<file path="src/rtl/spi_arb.sv">
// -----------------------------------------------------------------------------
// spi_arb
//
// Shares one SPI_mnrch master between two requesters (the inertial sensor
// sequencer and a second client such as an A2D/battery monitor). Each
// requester drops a 16-bit command into its own 1-deep buffer. The arbiter
// grants the bus round-robin, pulses wrt to SPI_mnrch, waits for done or a
// timeout, holds off for an inter-transaction gap, and hands the read data
// back to whichever requester owned the transfer.
//
// Ports:
//   clk, rst          system clock, synchronous active-high reset
//   req0/cmd0         requester 0 command strobe and 16-bit command
//   busy0             requester 0 buffer occupied
//   done0             1-clock pulse, requester 0 transfer finished
//   req1/cmd1/busy1/done1   same for requester 1
//   rd_data           read data of the most recent completed transfer
//   tmo               1-clock pulse with doneN when that transfer timed out
//   spi_wrt/spi_cmd   wrt strobe and wt_data to SPI_mnrch
//   spi_done          done from SPI_mnrch
//   spi_rd_data       rd_data from SPI_mnrch
//
// Parameters:
//   GAP_CYC   idle clocks between end of a transfer and the next launch
//   TIMEOUT   clocks in XFER without spi_done before the transfer is aborted
// -----------------------------------------------------------------------------
module spi_arb #(
   parameter int GAP_CYC = 16,
   parameter int TIMEOUT = 2048
) (
   input  logic        clk,
   input  logic        rst,
   input  logic        req0,
   input  logic [15:0] cmd0,
   output logic        busy0,
   output logic        done0,
   input  logic        req1,
   input  logic [15:0] cmd1,
   output logic        busy1,
   output logic        done1,
   output logic [15:0] rd_data,
   output logic        tmo,
   output logic        spi_wrt,
   output logic [15:0] spi_cmd,
   input  logic        spi_done,
   input  logic [15:0] spi_rd_data
);

   // One counter serves both the XFER timeout and the GAP hold-off; the two
   // phases never overlap.
   localparam int CNT_MAX = (TIMEOUT > GAP_CYC) ? TIMEOUT : GAP_CYC;
   localparam int CNT_W   = $clog2(CNT_MAX + 1);

   typedef enum logic [1:0] {
      IDLE,
      LAUNCH,
      XFER,
      GAP
   } state_t;

   state_t           r_state;
   state_t           w_next;

   logic [15:0]      r_buf0;
   logic [15:0]      r_buf1;
   logic             r_pend0;
   logic             r_pend1;
   // Owner of the current transfer; between transfers it is the last grant,
   // which is what the tie-break looks at. Resets to 1 so requester 0 wins
   // the first tie.
   logic             r_gnt;
   logic [CNT_W-1:0] r_cnt;
   logic             r_done0;
   logic             r_done1;
   logic             r_tmo;
   logic [15:0]      r_rd_data;

   logic             w_gnt_nxt;
   logic             w_fin;        // transfer ends at this edge
   logic             w_timed_out;  // ...and it ended by timeout
   logic [15:0]      w_buf_sel;

   assign w_buf_sel = r_gnt ? r_buf1 : r_buf0;

   // ---------------------------------------------------------------------
   // State register
   // ---------------------------------------------------------------------
   always_ff @(posedge clk) begin
      if (rst) begin
         r_state <= IDLE;
      end else begin
         // NOTE: registers are written with <= so every flop samples the
         // pre-edge values; a blocking = here would race other always_ff.
         r_state <= w_next;
      end
   end

   // ---------------------------------------------------------------------
   // Next-state and bus outputs
   // ---------------------------------------------------------------------
   always_comb begin
      // NOTE: every output of this block gets a default first so no path
      // through the case leaves one unassigned (that would infer a latch).
      w_next      = r_state;
      w_gnt_nxt   = r_gnt;
      w_fin       = 1'b0;
      w_timed_out = 1'b0;
      spi_wrt     = 1'b0;
      spi_cmd     = '0;

      case (r_state)
         IDLE: begin
            if (r_pend0 && r_pend1) begin
               w_gnt_nxt = ~r_gnt;
               w_next    = LAUNCH;
            end else if (r_pend0) begin
               w_gnt_nxt = 1'b0;
               w_next    = LAUNCH;
            end else if (r_pend1) begin
               w_gnt_nxt = 1'b1;
               w_next    = LAUNCH;
            end
         end

         LAUNCH: begin
            spi_wrt = 1'b1;
            spi_cmd = w_buf_sel;
            w_next  = XFER;
         end

         XFER: begin
            spi_cmd = w_buf_sel;
            // spi_done wins over a coincident timeout.
            if (spi_done) begin
               w_fin = 1'b1;
            end else if (r_cnt == CNT_W'(TIMEOUT - 1)) begin
               w_fin       = 1'b1;
               w_timed_out = 1'b1;
            end
            if (w_fin) begin
               w_next = (GAP_CYC == 0) ? IDLE : GAP;
            end
         end

         GAP: begin
            if (r_cnt == CNT_W'(GAP_CYC - 1)) begin
               w_next = IDLE;
            end
         end

         default: w_next = IDLE;
      endcase
   end

   // ---------------------------------------------------------------------
   // Command buffers
   // ---------------------------------------------------------------------
   // NOTE: the data buffers carry no reset; r_pendN alone says whether the
   // contents are meaningful, so reset only has to clear the pend flags.
   always_ff @(posedge clk) begin
      if (req0 && !r_pend0) r_buf0 <= cmd0;
      if (req1 && !r_pend1) r_buf1 <= cmd1;
   end

   // ---------------------------------------------------------------------
   // Pend flags, grant, counter, completion outputs
   // ---------------------------------------------------------------------
   always_ff @(posedge clk) begin
      if (rst) begin
         r_pend0   <= 1'b0;
         r_pend1   <= 1'b0;
         r_gnt     <= 1'b1;
         r_cnt     <= '0;
         r_done0   <= 1'b0;
         r_done1   <= 1'b0;
         r_tmo     <= 1'b0;
         r_rd_data <= '0;
      end else begin
         r_done0 <= 1'b0;
         r_done1 <= 1'b0;
         r_tmo   <= 1'b0;
         r_gnt   <= w_gnt_nxt;

         // A pend flag being cleared belongs to the owner, whose busy is high,
         // so capture and clear never hit the same flag on one edge.
         if (req0 && !r_pend0) r_pend0 <= 1'b1;
         if (req1 && !r_pend1) r_pend1 <= 1'b1;

         case (r_state)
            XFER:    r_cnt <= w_fin ? '0 : r_cnt + CNT_W'(1);
            GAP:     r_cnt <= r_cnt + CNT_W'(1);
            default: r_cnt <= '0;
         endcase

         if (w_fin) begin
            r_tmo <= w_timed_out;
            if (!w_timed_out) r_rd_data <= spi_rd_data;
            if (r_gnt) begin
               r_done1 <= 1'b1;
               r_pend1 <= 1'b0;
            end else begin
               r_done0 <= 1'b1;
               r_pend0 <= 1'b0;
            end
         end
      end
   end

   assign busy0   = r_pend0;
   assign busy1   = r_pend1;
   assign done0   = r_done0;
   assign done1   = r_done1;
   assign tmo     = r_tmo;
   assign rd_data = r_rd_data;

endmodule

</file>
<file path="config.mk">
export PLATFORM = sky130hd
export DESIGN_NAME = spi_arb
export DESIGN_NICKNAME = d
export VERILOG_FILES = /design/src/rtl/spi_arb.sv
export SDC_FILE = /design/constraint.sdc
export NUM_CORES = 1
export LEC_CHECK = 0
export CORE_ASPECT_RATIO = 1.4
export CORE_MARGIN = 4
export CORE_UTILIZATION = 49
export CTS_CLUSTER_SIZE = 10
export DETAILED_ROUTE_END_ITERATION = 10
export PLACE_DENSITY = 0.85
export SETUP_SLACK_MARGIN = 0.05
export SLEW_MARGIN = 10
export SYNTH_ARGS = -nofsm -noshare
export SYNTH_HDL_FRONTEND = slang
export SYNTH_SLANG_ARGS = --single-unit
</file>
<file path="constraint.sdc">
create_clock -name clk -period 5.5 [get_ports clk]
set_clock_uncertainty 0.2 [all_clocks]
set_input_delay 1.1 -clock clk [delete_from_list [all_inputs] [get_ports clk]]
set_output_delay 1.1 -clock clk [all_outputs]
set_load 0.05 [all_outputs]
</file>
==> summary.md, run 1 <==
| Metric | Value |
|---|---|
| Outcome | finished clean |
| CP max FO | 17 |
| Sequential cell area | 0.00168 sq mm |
| VDD IR max | 0.256 mV |
| Clock power frac | 0.225 |
| # fillers | 402 |
| Finished Cell Area | 0.00383 sq mm |
| FF-to-FF Start | r_cnt[0] |
| Critical path class | flop to output pin |
| Multi-input logic area | 956 sq um |
| Synth Instances | 236 |
| Cells along the critical path | buf_4, mux2i_1, nor2b_1, clkdlybuf4s50_1 |
| Crit path depth | 4 |
| Vias/cell | 4.98 |
| Syn nets | 294 |
| DR DRC count | 0 |
| Clock Pin Slew Worst Setup and Hold Paths | 0.07 ns |
| Root Driver | clkbuf_8 |
| Slew @ Worst Pin | 0.824 ns |
| Largest net degree at the start of global routing | 21 |
| DR vias | 2000 |
| Area Growth Syn to Fin | 41.9% |
| Initial Util | 0.512 |
| Post-Syn Area | 0.00270 sq mm |
| GRT Util Overall | 0.188 |
| Final Util | 0.727 |
| Most frequent cells in the layout | clkdlybuf4s50_1 (90), nand2_1 (38), dfxtp_1 (36) |
| Boundary pin count | 91 |
| WL/cell | 15.2 um |
| Share of cells above drive strength 1 | 0.0595 |
| RSZ-0062 raised after global routing | false |
| Post-CTS setup buffer count | 0 |
| Final TNS setup | 0 ns |
| Worst hold endpoint | rd_data[15] |
| Leading area contributor after synthesis | edfxtp_1 |
| Slew headroom | 0.450 |
| Max H-tree Level | 3 |
| Die area | 0.00678 sq mm |
| Sw Ratio | 0.367 |
| PD cells | 399 mW/mm^2 |
| Number of global-route vias before repair | 2059 |
| NetSw | 0.562 mW |
| Antenna violations before repair | 0 |
| Internal power | 0.968 mW |
| Die Span X | 70.8 um |
| Max-Cap Viols | 0 |
| TritonCTS clock tree | built |
| R2R depth | 5 |
| Hold path start | rd_data[15] |
| Gate power share | 0.381 |
| First-pass GRT wire length | 9.68 mm |
| Rows | 31 |
| Family with the most delay on the worst path | buffers and inverters |
| CTS buffer count | 9 |
| Synthesized flop and latch total | 68 |
| RD Place Congestion | 0.807 |
| Crit-path max cell delay | 0.86 ns |
| Final hold viol count | 0 |
| Tmin final | 3.78 ns |
| Startpoint types | flop |
| Highest clock rate | 0.264 GHz |
| DRT Pass-1 Iters | 4 |
| CP max-delay cell | dfxtp_1 |
| Post-DP HPWL | 4.52 mm |
| Grt ovf | 0 |
| Total Wirelength | 6.13 mm |
| Seq/Total Area, Yosys | 0.622 |
| Synthesis Warnings | 0 |
| Die height | 95.9 um |
| Final Max Slew Viols | 0 |
| CTS resizes | 0 |
| Reg-to-reg slack, setup | 3.53 ns |
| Hold_ws | 0.255 ns |
| Worst hold path class | flop to flop |
| Seq pwr share | 0.394 |
| Arrival time worst endpoint | 2.48 ns |
| Ant diodes | 0 |
| Leakage | 1.43 nW |
| CORE AREA | 0.00528 sq mm |
| Top cell type's share of synthesized area | 0.356 |
| Commonest non-fill, non-tap cell in the layout | clkdlybuf4s50_1 |
| # setup viols final | 0 |
| ANT nets after route | 0 |
| Total Power | 1.53 mW |
| Area contributors post-synth | edfxtp_1 (36%), dfxtp_1 (27%), mux2i_1 (6.3%) |
| Initial DRC count | 56 |
| I/O Buffers | 90 |
| Maximum buffer depth of the clock tree | 2 |
| Clock sinks | 68 |
| Area after DPL | 0.00367 sq mm |
| Number of distinct library cells after synthesis | 29 |
| Hold Crit Depth | 2 |
| Crit Reg-Reg Endpoint | busy1 |
| CP Data Required Time | 4.20 ns |
| WP buf/inv | 2 |
| Period utilization | 0.688 |
| CTS Hold Bufs | 0 |
| Clk_lat worst skew | 0.33 ns |
| Crit. End Element | output pin |
| Syn avg cell area | 11.5 sq um |
| # nets final | 389 |
-- registers in the layout, summed over array words and instances (netlist names), 2 cells and up --
signal   cells
r_buf0      16
r_buf1      16
r_cnt       12
r_state      2
rd_data     16
-- worst max-delay path by stage --
stage,start,end,slack (ns)
floorplan,r_state[0],spi_cmd[10],2.49
global route,r_gnt,spi_cmd[6],1.58
CTS,r_gnt,spi_cmd[6],1.67
finish,r_gnt,spi_cmd[6],1.72
global placement,r_gnt,spi_cmd[15],2.07
detailed placement,r_gnt,spi_cmd[6],2.03
-- power by group through the flow --
stage	Sequential [mW]	Clock [mW]	Combinational (mW)
finish	0.603	0.344	0.583
global route	0.609	0.375	0.615
CTS	0.604	0.355	0.587
detailed placement	0.615	0	0.583
global placement	0.612	0	0.577
floorplan	0.649	0	0.347
-- cell type report --
cell class              count  share of cell area
repair buffers             93               0.241
inverters                   7             0.00685
flip-flops and latches     68               0.439
clock buffers              13              0.0388
multi-input cells         152               0.249
well taps                  66              0.0215
clock inverters             3             0.00392
-- cells in the mapped netlist --
cell and n:
nor2b_1 19, and2_1 1, nand4_1 1, and3_1 4, or2_2 1, buf_2 1
nor4_1 3, o211a_1 1, buf_4 1, nand4_4 1, nand3_1 5, a21o_2 1
a21oi_1 17, o221a_1 3, nor3_1 5, buf_1 1, edfxtp_1 32, o21ai_1 1
inv_1 7, ha_1 5, nand2_1 38, xor2_1 2, o21ai_0 2, dfxtp_1 36
nor2_1 16, o41ai_4 1, clkbuf_1 6, mux2i_1 17, xnor2_1 8
-- cells by family after synthesis --
family                     after synthesis  synth area share
AOI/OAI and AO/OA                       26            0.0667
xor gates and xnor gates                10            0.0324
adders and majority gates                5            0.0231
buffers and inverters                   16            0.0241
DFF                                     68             0.622
muxes                                   17            0.0630
and+or+nand+nor                         94             0.169
-- through the flow --
stage / cells / setup WS (ns)
3_3_place_gp: 386 / 2.07
5_1_grt: 402 / 1.58
2_1_floorplan: 236 / 2.49
3_5_place_dp: 386 / 2.03
6_report: 402 / 1.72
4_1_cts: 402 / 1.67
-- routing by layer --
| layer | share of wire | global-route usage | vias up |
|---|---|---|---|
| li1 | - | - | 1002 |
| met2 | 0.54 | 0.332 | 55 |
| met1 | 0.38 | 0.201 | 925 |
| met5 | 0 | 0 | - |
| met3 | 0.048 | 0.0512 | 18 |
| met4 | 0.032 | 0.110 | 0 |
-- worst reg2reg max path, delay by kind of cell, from the launching register on --
family | cells | cell delay [ns]
DFF | 1 | 0.37
AOI/OAI and AO/OA | 2 | 0.45
adders and majority gates | 1 | 0.21
and+or+nand+nor | 2 | 0.62
Note: power is estimated with default switching activity, not from simulation.
==> run 2, diff against run 1 <==
--- a/config.mk
+++ b/config.mk
@@ -7,10 +7,10 @@
 export LEC_CHECK = 0
 export CORE_ASPECT_RATIO = 1.4
 export CORE_MARGIN = 4
-export CORE_UTILIZATION = 49
+export CORE_UTILIZATION = 45
 export CTS_CLUSTER_SIZE = 10
 export DETAILED_ROUTE_END_ITERATION = 10
-export PLACE_DENSITY = 0.85
+export PLACE_DENSITY = 0.79
 export SETUP_SLACK_MARGIN = 0.05
 export SLEW_MARGIN = 10
 export SYNTH_ARGS = -nofsm -noshare
==> constraint.sdc (replaced) <==
create_clock -name clk -period 3.5 [get_ports clk]
set_clock_uncertainty 0.2 [all_clocks]
set_input_delay 0.7 -clock clk [delete_from_list [all_inputs] [get_ports clk]]
set_output_delay 0.7 -clock clk [all_outputs]
set_load 0.05 [all_outputs]
==> run 2 against run 1 <==
- clock-buffer cell count grew 1
- sequential share of layout area fell by 0.73 points
- final area up 1.7%
- critical path depth is the same
- cell count is 1.2% higher
- combinational power up 60%
- global-route usage decreased by 1.1 points
- die area increased by 8.0%
- highest routed layer unchanged
==> summary.md, run 2 (synthesis results as in run 1) <==
| Metric | Value |
|---|---|
| Highest clock rate | 0.315 GHz |
| Tmin final | 3.18 ns |
| Crit. End Element | output pin |
| WL/cell | 14.8 um (-3.2%) |
| Max-Cap Viols | 0 (unchanged) |
| PD cells | 644 mW/mm^2 (+61%) |
| ANT nets after route | 0 (unchanged) |
| Share of cells above drive strength 1 | 0.0712 (+0.0117) |
| Largest net degree at the start of global routing | 20 (-4.8%) |
| DR DRC count | 0 (unchanged) |
| DR vias | 1989 (-0.55%) |
| RD Place Congestion | 0.834 (+3.3%) |
| Area Growth Syn to Fin | 44.3% |
| CTS Hold Bufs | 0 (unchanged) |
| Die height | 99.7 um (+4.0%) |
| Ant diodes | 0 (unchanged) |
| GRT Util Overall | 0.177 (-0.0109) |
| GR Util met1 | 0.189 (-0.0119) |
| Period utilization | 0.908 |
| Clock power frac | 0.258 (+0.033) |
| Number of global-route vias before repair | 2039 (-0.97%) |
| Final Max Slew Viols | 0 (unchanged) |
| Clock Pin Slew Worst Setup and Hold Paths | 0.07 ns (about the same) |
| Most frequent cells in the layout | clkdlybuf4s50_1 (89), nand2_1 (38), dfxtp_1 (36) |
| Arrival time worst endpoint | 2.28 ns (-0.20 ns) |
| Grt ovf | 0 (unchanged) |
| Cells along the critical path | inv_1, ha_2, nor2b_1, clkdlybuf4s50_1 |
| Vias/cell | 4.89 (-1.8%) |
| Worst hold path class | flop to flop |
| Antenna violations before repair | 0 (unchanged) |
| # nets final | 390 (+0.26%) |
| WP buf/inv | 2 (unchanged) |
| Outcome | finished clean |
| I/O Buffers | 90 (unchanged) |
| CP max-delay cell | clkdlybuf4s50_1 |
| Gate power share | 0.372 (-0.009) |
| Sw Ratio | 0.354 (-0.0129) |
| CORE AREA | 0.00586 sq mm (+11%) |
| First-pass GRT wire length | 9.75 mm (+0.71%) |
| Crit-path max cell delay | 0.82 ns (-0.04 ns) |
| Commonest non-fill, non-tap cell in the layout | clkdlybuf4s50_1 |
| Most Used Layer, Global Route | met2 |
| DRT Pass-1 Iters | 4 (unchanged) |
| RSZ-0062 raised after global routing | false |
| Final hold viol count | 0 (unchanged) |
| Post-CTS setup buffer count | 0 (unchanged) |
| Critical path class | flop to output pin |
| Clock sinks | 68 (unchanged) |
| M2 GR Usage | 0.319 (-0.0131) |
| Final TNS setup | 0 ns (unchanged) |
| Seq pwr share | 0.370 (-0.024) |
| Root Driver | clkbuf_8 |
| Family with the most delay on the worst path | buffers and inverters |
| Boundary pin count | 91 (unchanged) |
| CTS buffer count | 9 (unchanged) |
| CTS resizes | 0 (unchanged) |
| NetSw | 0.889 mW (+58%) |
| Max H-tree Level | 3 (unchanged) |
| Slew headroom | 0.613 (+0.163) |
| Clk_lat worst skew | 0.33 ns (about the same) |
| Total Wirelength | 6.01 mm (-2.0%) |
| GRT met3 Usage | 0.0506 (-0.000646) |
| Internal power | 1.62 mW (+67%) |
| CP max FO | 17 (unchanged) |
| Maximum buffer depth of the clock tree | 2 (unchanged) |
| Die area | 0.00733 sq mm (+8.0%) |
| # setup viols final | 0 (unchanged) |
| Slew @ Worst Pin | 0.580 ns (-0.244 ns) |
| Area after DPL | 0.00368 sq mm (+0.34%) |
| Leakage | 1.47 nW (+2.7%) |
| Rows | 33 (+6.5%) |
| Startpoint types | flop |
| Finished Cell Area | 0.00390 sq mm (+1.7%) |
| CP Data Required Time | 2.60 ns (-1.60 ns) |
| Initial DRC count | 107 (+91%) |
| Initial Util | 0.461 (-0.0514) |
| VDD IR max | 0.364 mV (+42%) |
| TritonCTS clock tree | built |
| Post-DP HPWL | 4.48 mm (-0.97%) |
| Die Span X | 73.5 um (+3.9%) |
## run 2: metrics by stage
step / setup slack [ns] / std cells / util / hold slack [ns] / total power [mW]
2_1_floorplan: 0.891 / 236 / - / 0.229 / 1.57
3_3_place_gp: 0.652 / 391 / 0.628 / 0.240 / 1.87
3_5_place_dp: 0.560 / 391 / 0.628 / 0.249 / 1.88
4_1_cts: 0.173 / 407 / 0.664 / 0.259 / 2.54
5_1_grt: 0.145 / 407 / 0.665 / 0.282 / 2.63
6_report: 0.322 / 407 / 0.665 / 0.256 / 2.51
## run 2: power groups by stage
stage / logic, mW / registers [mW] / clock network, mW
floorplan: 0.546 / 1.02 / 0
global placement: 0.923 / 0.944 / 0
detailed placement: 0.932 / 0.948 / 0
CTS: 0.940 / 0.930 / 0.665
global route: 0.994 / 0.937 / 0.705
finish: 0.934 / 0.930 / 0.647
## run 2: layout make-up
cell class | instances | area, sq um
Timing Repair Buffer | 94 | 933
Clock buffer | 14 | 199
Tap cell | 70 | 87.6
Clock inverter | 2 | 12.5
Multi-Input combinational cell | 152 | 958
Sequential cell | 68 | 1680
Fill cell | 464 | 1960
Inverter | 7 | 26.3
## run 2: final timing paths
| kind | start | to | slack, ns | cells past startpoint |
|---|---|---|---|---|
| worst max-delay path | r_state[0] | spi_cmd[14] | 0.32 | 4 |
| worst min-delay path | rd_data[1] | rd_data[1] | 0.26 | 2 |
| worst max register to register | r_cnt[0] | busy0 | 1.55 | 5 |
| worst min register to register | rd_data[1] | rd_data[1] | 0.26 | 2 |
## run 2: worst reg2reg max path: cells and delay by family (launching register included)
kind,cells,cell delay [ns]
AO/OA/AOI/OAI,2,0.46
AND/OR/NAND/NOR,2,0.60
flip-flops,1,0.36
adder cells (fa/ha/maj),1,0.21
## run 2: metal layers
metal  share of wire  vias up
li1                -     1003
met1            0.36      935
met2            0.58       42
met3           0.037        9
met4           0.020        0
met5               0        -
